## src/rtl/sent_apb_pkg.sv

```systemverilog
// Shared constants for the SENT APB initiator: bus widths, FSM encoding and
// SENT register map addresses.
package sent_apb_pkg;

    localparam int unsigned SENT_APB_ADDR_W    = 3;
    localparam int unsigned SENT_APB_DATA_W    = 12;
    localparam int unsigned SENT_APB_TIMEOUT_W = 8;

    typedef enum logic [1:0] {
        ST_IDLE   = 2'd0,
        ST_SETUP  = 2'd1,
        ST_ACCESS = 2'd2,
        ST_RESP   = 2'd3
    } apb_state_e;

    // SENT slave register map
    localparam logic [SENT_APB_ADDR_W-1:0] SENT_REG_CTRL   = 3'd2;
    localparam logic [SENT_APB_ADDR_W-1:0] SENT_REG_TXDATA = 3'd4;

endpackage

```

## src/rtl/sent_apb_master.sv

```systemverilog
// Single-outstanding APB initiator for the SENT block's register port.
// Optional ACCESS-phase timeout enabled by defining SENT_APB_TIMEOUT_EN.
module sent_apb_master
    import sent_apb_pkg::*;
#(
    parameter int unsigned ADDRESSWIDTH   = SENT_APB_ADDR_W,
    parameter int unsigned DATAWIDTH      = SENT_APB_DATA_W,
    parameter int unsigned TIMEOUT_CYCLES = 16
) (
    input  logic                    PCLK,
    input  logic                    PRESETn,
    input  logic                    cmd_valid,
    output logic                    cmd_ready,
    input  logic                    cmd_write,
    input  logic [ADDRESSWIDTH-1:0] cmd_addr,
    input  logic [DATAWIDTH-1:0]    cmd_wdata,
    output logic                    rsp_valid,
    input  logic                    rsp_ready,
    output logic [DATAWIDTH-1:0]    rsp_rdata,
    output logic                    rsp_timeout,
    output logic                    busy,
    output logic [ADDRESSWIDTH-1:0] PADDR,
    output logic [DATAWIDTH-1:0]    PWDATA,
    output logic                    PWRITE,
    output logic                    PSELx,
    output logic                    PENABLE,
    input  logic [DATAWIDTH-1:0]    PRDATA,
    input  logic                    PREADY
);

    if (TIMEOUT_CYCLES < 1 || TIMEOUT_CYCLES > 255) begin : g_bad_timeout
        $error("sent_apb_master: TIMEOUT_CYCLES must be in 1..255");
    end

    apb_state_e              state_q, state_d;
    logic [ADDRESSWIDTH-1:0] paddr_q, paddr_d;
    logic [DATAWIDTH-1:0]    pwdata_q, pwdata_d;
    logic                    pwrite_q, pwrite_d;
    logic                    psel_q, psel_d;
    logic                    penable_q, penable_d;
    logic                    rsp_valid_q, rsp_valid_d;
    logic [DATAWIDTH-1:0]    rsp_rdata_q, rsp_rdata_d;
    logic                    rsp_timeout_q, rsp_timeout_d;
    logic                    cmd_ready_q, cmd_ready_d;
    logic                    busy_q, busy_d;

`ifdef SENT_APB_TIMEOUT_EN
    localparam logic [SENT_APB_TIMEOUT_W-1:0] TMO_TERM = SENT_APB_TIMEOUT_W'(TIMEOUT_CYCLES);
    logic [SENT_APB_TIMEOUT_W-1:0] tmo_cnt_q, tmo_cnt_d;
    logic [SENT_APB_TIMEOUT_W-1:0] tmo_cnt_inc;
    assign tmo_cnt_inc = tmo_cnt_q + SENT_APB_TIMEOUT_W'(1);
`endif

    // Next-state and registered-output logic
    always_comb begin
        state_d       = state_q;
        paddr_d       = paddr_q;
        pwdata_d      = pwdata_q;
        pwrite_d      = pwrite_q;
        psel_d        = psel_q;
        penable_d     = penable_q;
        rsp_valid_d   = rsp_valid_q;
        rsp_rdata_d   = rsp_rdata_q;
        rsp_timeout_d = rsp_timeout_q;
`ifdef SENT_APB_TIMEOUT_EN
        tmo_cnt_d     = tmo_cnt_q;
`endif

        unique case (state_q)
            ST_IDLE: begin
                if (cmd_valid && cmd_ready_q) begin
                    paddr_d   = cmd_addr;
                    pwdata_d  = cmd_wdata;
                    pwrite_d  = cmd_write;
                    psel_d    = 1'b1;
                    penable_d = 1'b0;
                    state_d   = ST_SETUP;
                end
            end
            ST_SETUP: begin
                penable_d = 1'b1;
                state_d   = ST_ACCESS;
`ifdef SENT_APB_TIMEOUT_EN
                tmo_cnt_d = '0;
`endif
            end
            ST_ACCESS: begin
                // PREADY on the terminal-count edge still completes normally
                if (PREADY) begin
                    psel_d        = 1'b0;
                    penable_d     = 1'b0;
                    rsp_rdata_d   = pwrite_q ? '0 : PRDATA;
                    rsp_timeout_d = 1'b0;
                    rsp_valid_d   = 1'b1;
                    state_d       = ST_RESP;
                end
`ifdef SENT_APB_TIMEOUT_EN
                else if (tmo_cnt_inc == TMO_TERM) begin
                    psel_d        = 1'b0;
                    penable_d     = 1'b0;
                    rsp_rdata_d   = '0;
                    rsp_timeout_d = 1'b1;
                    rsp_valid_d   = 1'b1;
                    state_d       = ST_RESP;
                end else begin
                    tmo_cnt_d = tmo_cnt_inc;
                end
`endif
            end
            ST_RESP: begin
                if (rsp_ready) begin
                    rsp_valid_d = 1'b0;
                    state_d     = ST_IDLE;
                end
            end
            default: state_d = ST_IDLE;
        endcase

        cmd_ready_d = (state_d == ST_IDLE);
        busy_d      = (state_d != ST_IDLE);
    end

    always_ff @(posedge PCLK or negedge PRESETn) begin
        if (!PRESETn) begin
            state_q       <= ST_IDLE;
            paddr_q       <= '0;
            pwdata_q      <= '0;
            pwrite_q      <= 1'b0;
            psel_q        <= 1'b0;
            penable_q     <= 1'b0;
            rsp_valid_q   <= 1'b0;
            rsp_rdata_q   <= '0;
            rsp_timeout_q <= 1'b0;
            cmd_ready_q   <= 1'b1;
            busy_q        <= 1'b0;
        end else begin
            state_q       <= state_d;
            paddr_q       <= paddr_d;
            pwdata_q      <= pwdata_d;
            pwrite_q      <= pwrite_d;
            psel_q        <= psel_d;
            penable_q     <= penable_d;
            rsp_valid_q   <= rsp_valid_d;
            rsp_rdata_q   <= rsp_rdata_d;
            rsp_timeout_q <= rsp_timeout_d;
            cmd_ready_q   <= cmd_ready_d;
            busy_q        <= busy_d;
        end
    end

`ifdef SENT_APB_TIMEOUT_EN
    always_ff @(posedge PCLK or negedge PRESETn) begin
        if (!PRESETn) begin
            tmo_cnt_q <= '0;
        end else begin
            tmo_cnt_q <= tmo_cnt_d;
        end
    end
`endif

    assign cmd_ready   = cmd_ready_q;
    assign busy        = busy_q;
    assign PADDR       = paddr_q;
    assign PWDATA      = pwdata_q;
    assign PWRITE      = pwrite_q;
    assign PSELx       = psel_q;
    assign PENABLE     = penable_q;
    assign rsp_valid   = rsp_valid_q;
    assign rsp_rdata   = rsp_rdata_q;
    assign rsp_timeout = rsp_timeout_q;

endmodule

```

## config.mk

```make
export PLATFORM = sky130hd
export DESIGN_NAME = sent_apb_master
export DESIGN_NICKNAME = d
export VERILOG_FILES = /design/src/rtl/sent_apb_pkg.sv /design/src/rtl/sent_apb_master.sv
export SDC_FILE = /design/constraint.sdc
export NUM_CORES = 1
export LEC_CHECK = 0
export CAP_MARGIN = 20
export CORE_MARGIN = 2
export CORE_UTILIZATION = 40
export CTS_CLUSTER_DIAMETER = 60
export DETAILED_ROUTE_END_ITERATION = 8
export GPL_TIMING_DRIVEN = 0
export PLACE_DENSITY = 0.87
export RECOVER_POWER = 25
export SLEW_MARGIN = 25
export SYNTH_ARGS = -nofsm -noshare
export SYNTH_HDL_FRONTEND = slang
export SYNTH_SLANG_ARGS = --single-unit
```

## constraint.sdc

```tcl
create_clock -name PCLK -period 2 [get_ports PCLK]
set_input_delay 0.3 -clock PCLK [delete_from_list [all_inputs] [get_ports PCLK]]
set_output_delay 0.3 -clock PCLK [all_outputs]
set_load 0.01 [all_outputs]
```

==> impl_metrics.py <==
metrics = {
    "grt": {
        "first_global_vias": 1211,
        "track_usage_pct": 18.79,
        "grt_pass1_wl_um": 5720,
        "overflow": 0,
        "grt_max_degree": 27,
        "antenna_found_initial": 0,
    },
    "synth": {
        "synth_top_family_by_area": "multiplexers",
        "synthSimpleGateAreaFrac_pct": 12.33,
        "synthTopCellsByArea": "dfrtp_1, mux2_4, mux2_2",
        "synth_edf_count": 0,
        "synthesis.nets": 149,
        "avgSynthCellArea_um2": 12.51,
        "syn_inst": 116,
        "ys.flop_type": "dfrtp_1",
        "synthXorXnorAreaFrac_pct": 0,
        "synth_compound_area_share_pct": 7.069,
        "synth.area.mux_share_pct": 15.17,
        "ys_types": 22,
        "yosys.area.top_type_share_pct": 58.62,
        "ys_seq_elements": 35,
        "async_reset_ff_share_pct": 100.0,
        "yosysMostFrequentCell": "dfrtp_1",
        "synthTopCellsByCount": "dfrtp_1, nand2_1, o21ai_0, nand2b_1",
        "synth_adder_area_share_pct": 0,
        "syn_area_um2": 1451,
        "yosysWarnings": 0,
        "ys_seq_area_share_pct": 60.43,
        "yosysTopAreaCell": "dfrtp_1",
    },
    "clocking": {
        "cts_htree_levels": 2,
        "cts_buffer_depth": 2,
        "cts_tree": "built",
        "post_cts_buffers": 0,
        "cts_buffers": 5,
        "cts.sinks": 35,
        "root_buffer": "clkbuf_4",
        "cts-resized-gates": 0,
        "worstSkewPairLatency_ps": 330,
        "clkTransAtPathRegs_ps": 100,
        "ctsHoldBuffers": 1,
    },
    "floorplanning": {
        "die_h_um": 64.24,
        "initial_utilization_pct": 42.49,
        "dieArea_um2": 4126,
        "ioPinCount": 67,
        "core_area_um2": 3416,
        "fp.dieW_um": 64.24,
        "rows": 21,
    },
    "critical_path": {
        "crit_slowest_cell": "dfstp_2",
        "path_delay_family": "flip-flops",
        "crit_path_end_kind": "primary output",
        "cp_num_buf_inv": 1,
        "arrival_ps": 1390,
        "cp_cell_sequence": "clkdlybuf4s50_1",
        "crit_type": "reg2out",
        "worst_ep_required_time_ps": 1700,
        "crit_path_max_fanout": 2,
        "critPathMaxStageDelay_ps": 540,
        "worstSetupStartpointType": "register",
    },
    "final_layout": {
        "n_fill_cell": 274,
        "drive_gt1_share_pct": 15.18,
        "num_antenna_cells": 0,
        "syn_to_final_growth_pct": 52.84,
        "nNetsFinal": 223,
    },
    "power_and_ir_drop": {
        "p_leak_uw": 0.0009844,
        "ir_drop_v": 0.0006965,
        "power_density_nw_per_um2": 1390,
    },
    "min_path": {
        "hp-class": "in2async",
    },
    "placement": {
        "place_ws_ps": 74.50,
        "gp_congestion": 0.7732,
        "io_buffers": 65,
        "dpl.hpwl_um": 2646,
    },
    "timing": {
        "drv_slew": 0,
        "rsz0062_at_grt": "false",
        "relSlewSlack_pct": 58.04,
        "fin_setup_tns_ps": 0,
        "setup_violations": 0,
        "worst_pin_slew_ps": 629.4,
        "fin_crit_ps": 1690,
        "timing.final.ws_setup_ps": 309.6,
        "fin_crit_sh_pct": 84.52,
        "clock_skew_ps": 7.407,
        "finalHoldViolCount": 0,
        "fmax_ghz": 0.5916,
    },
    "run": {
        "drv_cap": 0,
    },
    "detailed_routing": {
        "first_pass_iters": 4,
        "antenna_left": 0,
        "drc": 0,
        "via_per_inst": 4.734,
        "vias": 1122,
        "drt_wl_total_um": 3536,
        "wire_per_inst_um": 14.92,
        "drt_iter0_drc": 31,
    },
    "outcome": {
        "outcome": "finished clean",
    },
}
[logic make-up (layout without fill, tap and decap cells)]
family                 count (synthesis)  count (layout)
AO/OA/AOI/OAI                         19              19
other                                  1               1
flip-flops                            35              35
multiplexers                          17              17
AND/OR/NAND/NOR                       34              34
buffers and inverters                 10              85
[report_power, final]
| part | total, uW | internal (uW) | switching (uW) |
|---|---|---|---|
| Sequential | 1220 | 1030 | 185 |
| Clock | 358 | 137 | 221 |
| Combinational | 1510 | 899 | 608 |
| Total | 3080 | 2070 | 1010 |
[metrics by stage]
stage | cells | area, um^2 | hold slack, ps | total power [uW] | util [%]
global route | 237 | 2218 | 492.9 | 3291 | 64.95
CTS | 237 | 2242 | 358.9 | 3124 | 65.64
finish | 237 | 2218 | 462.7 | 3084 | 64.95
global placement | 227 | 2160 | 462.7 | 2654 | 63.22
floorplan | 116 | 1451 | 4.409 | 1897 | -
detailed placement | 228 | 2182 | 200.1 | 2746 | 63.88
[layout by cell type (no fill, tap or decap)]
cell type,count
dfrtp_1,34
mux2_4,8
clkbuf_4,5
a21oi_1,2
nand2b_1,13
nor2_1,2
buf_12,1
buf_6,1
conb_1,1
o21ai_0,14
dlygate4sd3_1,1
clkdlybuf4s50_1,64
inv_1,3
dfstp_2,1
o31ai_1,1
clkbuf_1,5
and3_1,1
nor3_4,1
mux2_2,8
buf_4,2
nand3b_1,1
clkbuf_2,1
nand2_1,16
clkinv_2,1
mux2i_1,1
a21o_1,2
buf_1,1
[routing by layer]
layer  wire (um)  vias to the layer above  track usage, %
li1            -                      527               -
met4          17                        0           5.851
met1        1334                      543           19.86
met2        1842                       50           32.42
met3         342                        2           9.683
met5           0                        -               0
[cell type report]
type,count,area [um^2],share of cell area (%)
repair buffers,67,659.4,29.72
well taps,46,57.56,2.594
clock inverters,1,5.005,0.2256
inverters,3,11.26,0.5076
clock buffers,7,45.04,2.030
flip-flops and latches,35,877.1,39.54
plain buffers,7,57.56,2.594
multi-input cells,71,505.5,22.79
[worst reg2reg max path: cells and delay by family, from the launching register on]
kind                   cells  cell delay [ps]
flip-flops                 1              540
AND/OR/NAND/NOR            2              530
buffers and inverters      1              210
multiplexers               1              300
[registers in the layout (all words and copies together) (netlist names)]
register / flops
rsp_valid: 1
rsp_rdata: 12
PENABLE: 1
PWRITE: 1
cmd_ready: 1
state_q: 2
busy: 1
PWDATA: 12
PADDR: 3
PSELx: 1
[path summary, 6_finish.rpt]
path	startpoint	endpoint	slack, ps	depth (start not counted)
hold reg to reg	rsp_rdata[3]$_DFFE_PN0P_	rsp_rdata[3]$_DFFE_PN0P_	500	2
max in group asynchronous	PRESETn	rsp_rdata[1]$_DFFE_PN0P_	520	3
setup / recovery	cmd_ready$_DFF_PN1_	cmd_ready	310	1
setup reg to reg	cmd_ready$_DFF_PN1_	PWDATA[1]$_DFFE_PN0P_	320	4
min in group PCLK	rsp_rdata[3]$_DFFE_PN0P_	rsp_rdata[3]$_DFFE_PN0P_	500	2
hold / removal	PRESETn	PWDATA[7]$_DFFE_PN0P_	460	2
Power figures use the tool's default switching activity.
==> edit 1 (same settings) <==
Take the reset off `pwdata_q` and load it in a clocked block of its own.
--- a/src/rtl/sent_apb_master.sv
+++ b/src/rtl/sent_apb_master.sv
@@ -124,7 +124,6 @@
         if (!PRESETn) begin
             state_q       <= ST_IDLE;
             paddr_q       <= '0;
-            pwdata_q      <= '0;
             pwrite_q      <= 1'b0;
             psel_q        <= 1'b0;
             penable_q     <= 1'b0;
@@ -136,7 +135,6 @@
         end else begin
             state_q       <= state_d;
             paddr_q       <= paddr_d;
-            pwdata_q      <= pwdata_d;
             pwrite_q      <= pwrite_d;
             psel_q        <= psel_d;
             penable_q     <= penable_d;
@@ -146,6 +144,10 @@
             cmd_ready_q   <= cmd_ready_d;
             busy_q        <= busy_d;
         end
+    end
+
+    always_ff @(posedge PCLK) begin
+        pwdata_q <= pwdata_d;
     end
 
 `ifdef SENT_APB_TIMEOUT_EN
Check against the original RTL: not equivalent (a bounded check fails within 4 cycles, from zero or initial values and one cycle with PRESETn low).
==> edit 1 against the original RTL <==
Sequential cell count unchanged. Worst setup slack got worse by 0.14 ns. Register-to-register slack got worse by 0.15 ns. Cell area decreased by 5.3%. Wire length decreased by 12%. Area after synthesis decreased by 7.8%. Global-route usage decreased by 1.8 points. Power decreased by 19%. Critical path type is now flop to flop. Largest cell class unchanged. Largest power group is now sequential cells.
==> edit 1: results (changes against the original RTL) <==
- Met3 wire len: 274 um (was 342 um)
- Global-route wire length before repair: 4550 um (was 5720 um)
- Syn Area/Cell: 13.0 um^2 (was 12.5 um^2)
- Finished Layout Cells: 223 (was 237)
- Worst-path fanout max: 18 (was 2)
- Data arrival, critical path: 2.04 ns (was 1.39 ns)
- Distinct cell type count after synthesis: 21 (was 22)
- Net Count, Synth: 136 (was 149)
- Mux contribution to synthesized area: 4.11% (was 15.2%)
- Peak VDD IR: 0.601 mV (was 0.696 mV)
- Sw Ratio: 31.5% (was 32.9%)
- Combinational power share: 42.1% (was 48.9%)
- Met1 wire length: 1260 um (was 1330 um)
- Met2 Use GR: 28.7% (was 32.4%)
- Post-synth EDFFs: 12 (was 0)
- Register area share after synthesis: 70.0% (was 60.4%)
- Worst path slowest cell: nor3_4 (was dfstp_2)
- Placed inst area: 0.00205 mm^2 (was 0.00218 mm^2)
- Dpl hpwl: 2420 um (was 2650 um)
- Int Pwr: 0.00171 W (was 0.00207 W)
- Filler cells: 270 (was 274)
- Slowest stage delay, CP: 0.66 ns (was 0.54 ns)
- Met1 GRT Util: 20.6% (was 19.9%)
- Final Skew: 0.00696 ns (was 0.00741 ns)
- Vias per cell: 4.60 (was 4.73)
- Commonest cells post-synth: dfrtp_1, nand2_1, o21ai_0 (unchanged)
- Initial drt markers: 14 (was 31)
- Area contributors post-synth: dfrtp_1, edfxtp_1, nand2b_1 (was dfrtp_1, mux2_4, mux2_2)
- Largest net degree at the start of global routing: 24 (was 27)
- Total GRT Usage: 17.0% (was 18.8%)
- Worst Max-Slew Pin Slew: 1.25 ns (was 0.629 ns)
- P_leak: 0.880 nW (was 0.984 nW)
- Run status: completed (unchanged)
- Grt met3 use: 6.21% (was 9.68%)
## edit 1: cell types whose count changed after synthesis, sizes merged
cell and delta:
clkbuf -2, buf +1, mux2 -12, dfrtp -12, edfxtp +12
## edit 1: cell type report
cell class / instances / share of cell area (%)
Sequential cell: 35 / 44.6
Timing Repair Buffer: 66 / 31.1
Multi-Input combinational cell: 59 / 16.8
Tap cell: 46 / 2.74
Clock buffer: 7 / 2.14
Buffer: 6 / 1.79
Inverter: 3 / 0.536
Clock inverter: 1 / 0.238
## edit 1: path summary, 6_finish.rpt
kind / startpoint / endpoint / slack [ns] / depth (start not counted)
max: cmd_ready / PADDR[0] / 0.17 / 3
max reg2reg: cmd_ready / PADDR[0] / 0.17 / 3
min in group asynchronous: PRESETn / PSELx / 0.75 / 2
min: rsp_rdata[3] / rsp_rdata[3] / 0.50 / 2
min reg2reg: rsp_rdata[3] / rsp_rdata[3] / 0.50 / 2
max in group asynchronous: PRESETn / PADDR[2] / 0.51 / 2
==> edit 2 (same flow settings) <==
Without the edit above. Build with the macro `SENT_APB_TIMEOUT_EN` defined.
--- a/src/rtl/sent_apb_master.sv
+++ b/src/rtl/sent_apb_master.sv
@@ -1,5 +1,7 @@
 // Single-outstanding APB initiator for the SENT block's register port.
 // Optional ACCESS-phase timeout enabled by defining SENT_APB_TIMEOUT_EN.
+`define SENT_APB_TIMEOUT_EN
+
 module sent_apb_master
     import sent_apb_pkg::*;
 #(
Behaviour: no difference found for any inputs over 10 cycles, from zero or initial values and one cycle with PRESETn low; that may be too few to reach the edited logic, so the function may still have changed.
==> edit 2 against the original RTL <==
Clock power increased by 51%. Power increased by 21%. Worst setup slack got worse by 0.14 ns. Area after synthesis increased by 28%. Wire length increased by 21%. Count of clock-buffer cells in the layout decreased by 1. Sequential cell count increased by 9. Non-clock buffer count increased by 4. Via count increased by 34%. Cell area increased by 23%. Critical endpoint is now rsp_rdata[6].
==> edit 2: results (changes against the original RTL) <==
- Minimum clock period after layout: 1.83 ns (was 1.69 ns)
- Run status: completed (unchanged)
- Worst path slowest cell: dfrtp_2 (was dfstp_2)
- Nets: 260 (was 223)
- Buffers excl. clock: 78 (was 74)
- Worst slew margin: 29.5% (was 58.0%)
- Drt wl/cell: 15.4 um (was 14.9 um)
- Met3 wire len: 318 um (was 342 um)
- Routability-driven placement congestion ratio: 0.848 (was 0.773)
- Initial drt markers: 75 (was 31)
- Root Buffer: clkbuf_8 (was clkbuf_4)
- P_leak: 1.17 nW (was 0.984 nW)
- Vias per cell: 5.40 (was 4.73)
- Met1 wire length: 1850 um (was 1330 um)
- Signal buffers share of area: 27.3% (was 32.3%)
- Seq pwr share: 40.8% (was 39.5%)
- Register area share after synthesis: 59.5% (was 60.4%)
- Worst Reg2Reg Path Length in Cells: 8 (was 4)
- Global-route wire length before repair: 7420 um (was 5720 um)
- HP Class: flop to flop (was input pin to asynchronous set/reset pin)
- Core Area: 0.00441 mm^2 (was 0.00342 mm^2)
- DP Worst Slack: -0.394 ns (was 0.0745 ns)
- # clk buffers: 6 (was 7)
- Number of global-route vias before repair: 1590 (was 1211)
- Worst R2R Setup Slack: 0.17 ns (was 0.32 ns)
- Final Skew: 0.00997 ns (was 0.00741 ns)
- Storage cell area: 0.00110 mm^2 (was 877 um^2)
- Port Buf Inserts: 66 (was 65)
- Total GRT Usage: 18.5% (was 18.8%)
- Slowest stage delay, CP: 0.43 ns (was 0.54 ns)
- Placed inst area: 0.00259 mm^2 (was 0.00218 mm^2)
- DR WL met2: 2020 um (was 1840 um)
- Peak VDD IR: 0.724 mV (was 0.696 mV)
- Area contributors post-synth: dfrtp_1, mux2_2, a22o_1 (was dfrtp_1, mux2_4, mux2_2)
- Grt met3 use: 6.11% (was 9.68%)
- Layout cells sized above 1: 18.5% (was 15.2%)
- Clk_lat worst skew: 0.30 ns (was 0.33 ns)
- Data arrival, critical path: 2.02 ns (was 1.39 ns)
- Filler cells: 359 (was 274)
- Worst setup EP type: flop (was primary output)
- Clock group: 0.000540 W (was 0.000358 W)
- Fraction of area in multi-input gates: 26.4% (was 22.8%)
- Met1 GRT Util: 23.7% (was 19.9%)
edit 2: stage by stage:
| step | util [%] | power (W) | hold slack, ns | TNS [ns] | instances |
|---|---|---|---|---|---|
| floorplan | - | 0.00228 | 0.00441 | 0 | 148 |
| global placement | 58.4 | 0.00314 | 0.473 | -26.30 | 266 |
| detailed placement | 58.8 | 0.00320 | 0.277 | -4.12 | 267 |
| CTS | 61.2 | 0.00377 | 0.508 | 0 | 276 |
| global route | 62.0 | 0.00401 | 0.523 | 0 | 279 |
| finish | 62.0 | 0.00375 | 0.505 | 0 | 279 |
edit 2: cell families after synthesis:
| logic type | Yosys count | synth area share (%) |
|---|---|---|
| DFF | 44 | 59.5 |
| AOI/OAI and AO/OA | 40 | 16.7 |
| and+or+nand+nor | 35 | 9.45 |
| muxes | 18 | 10.9 |
| buffers and inverters | 10 | 2.70 |
| adders and majority gates | 1 | 0.675 |
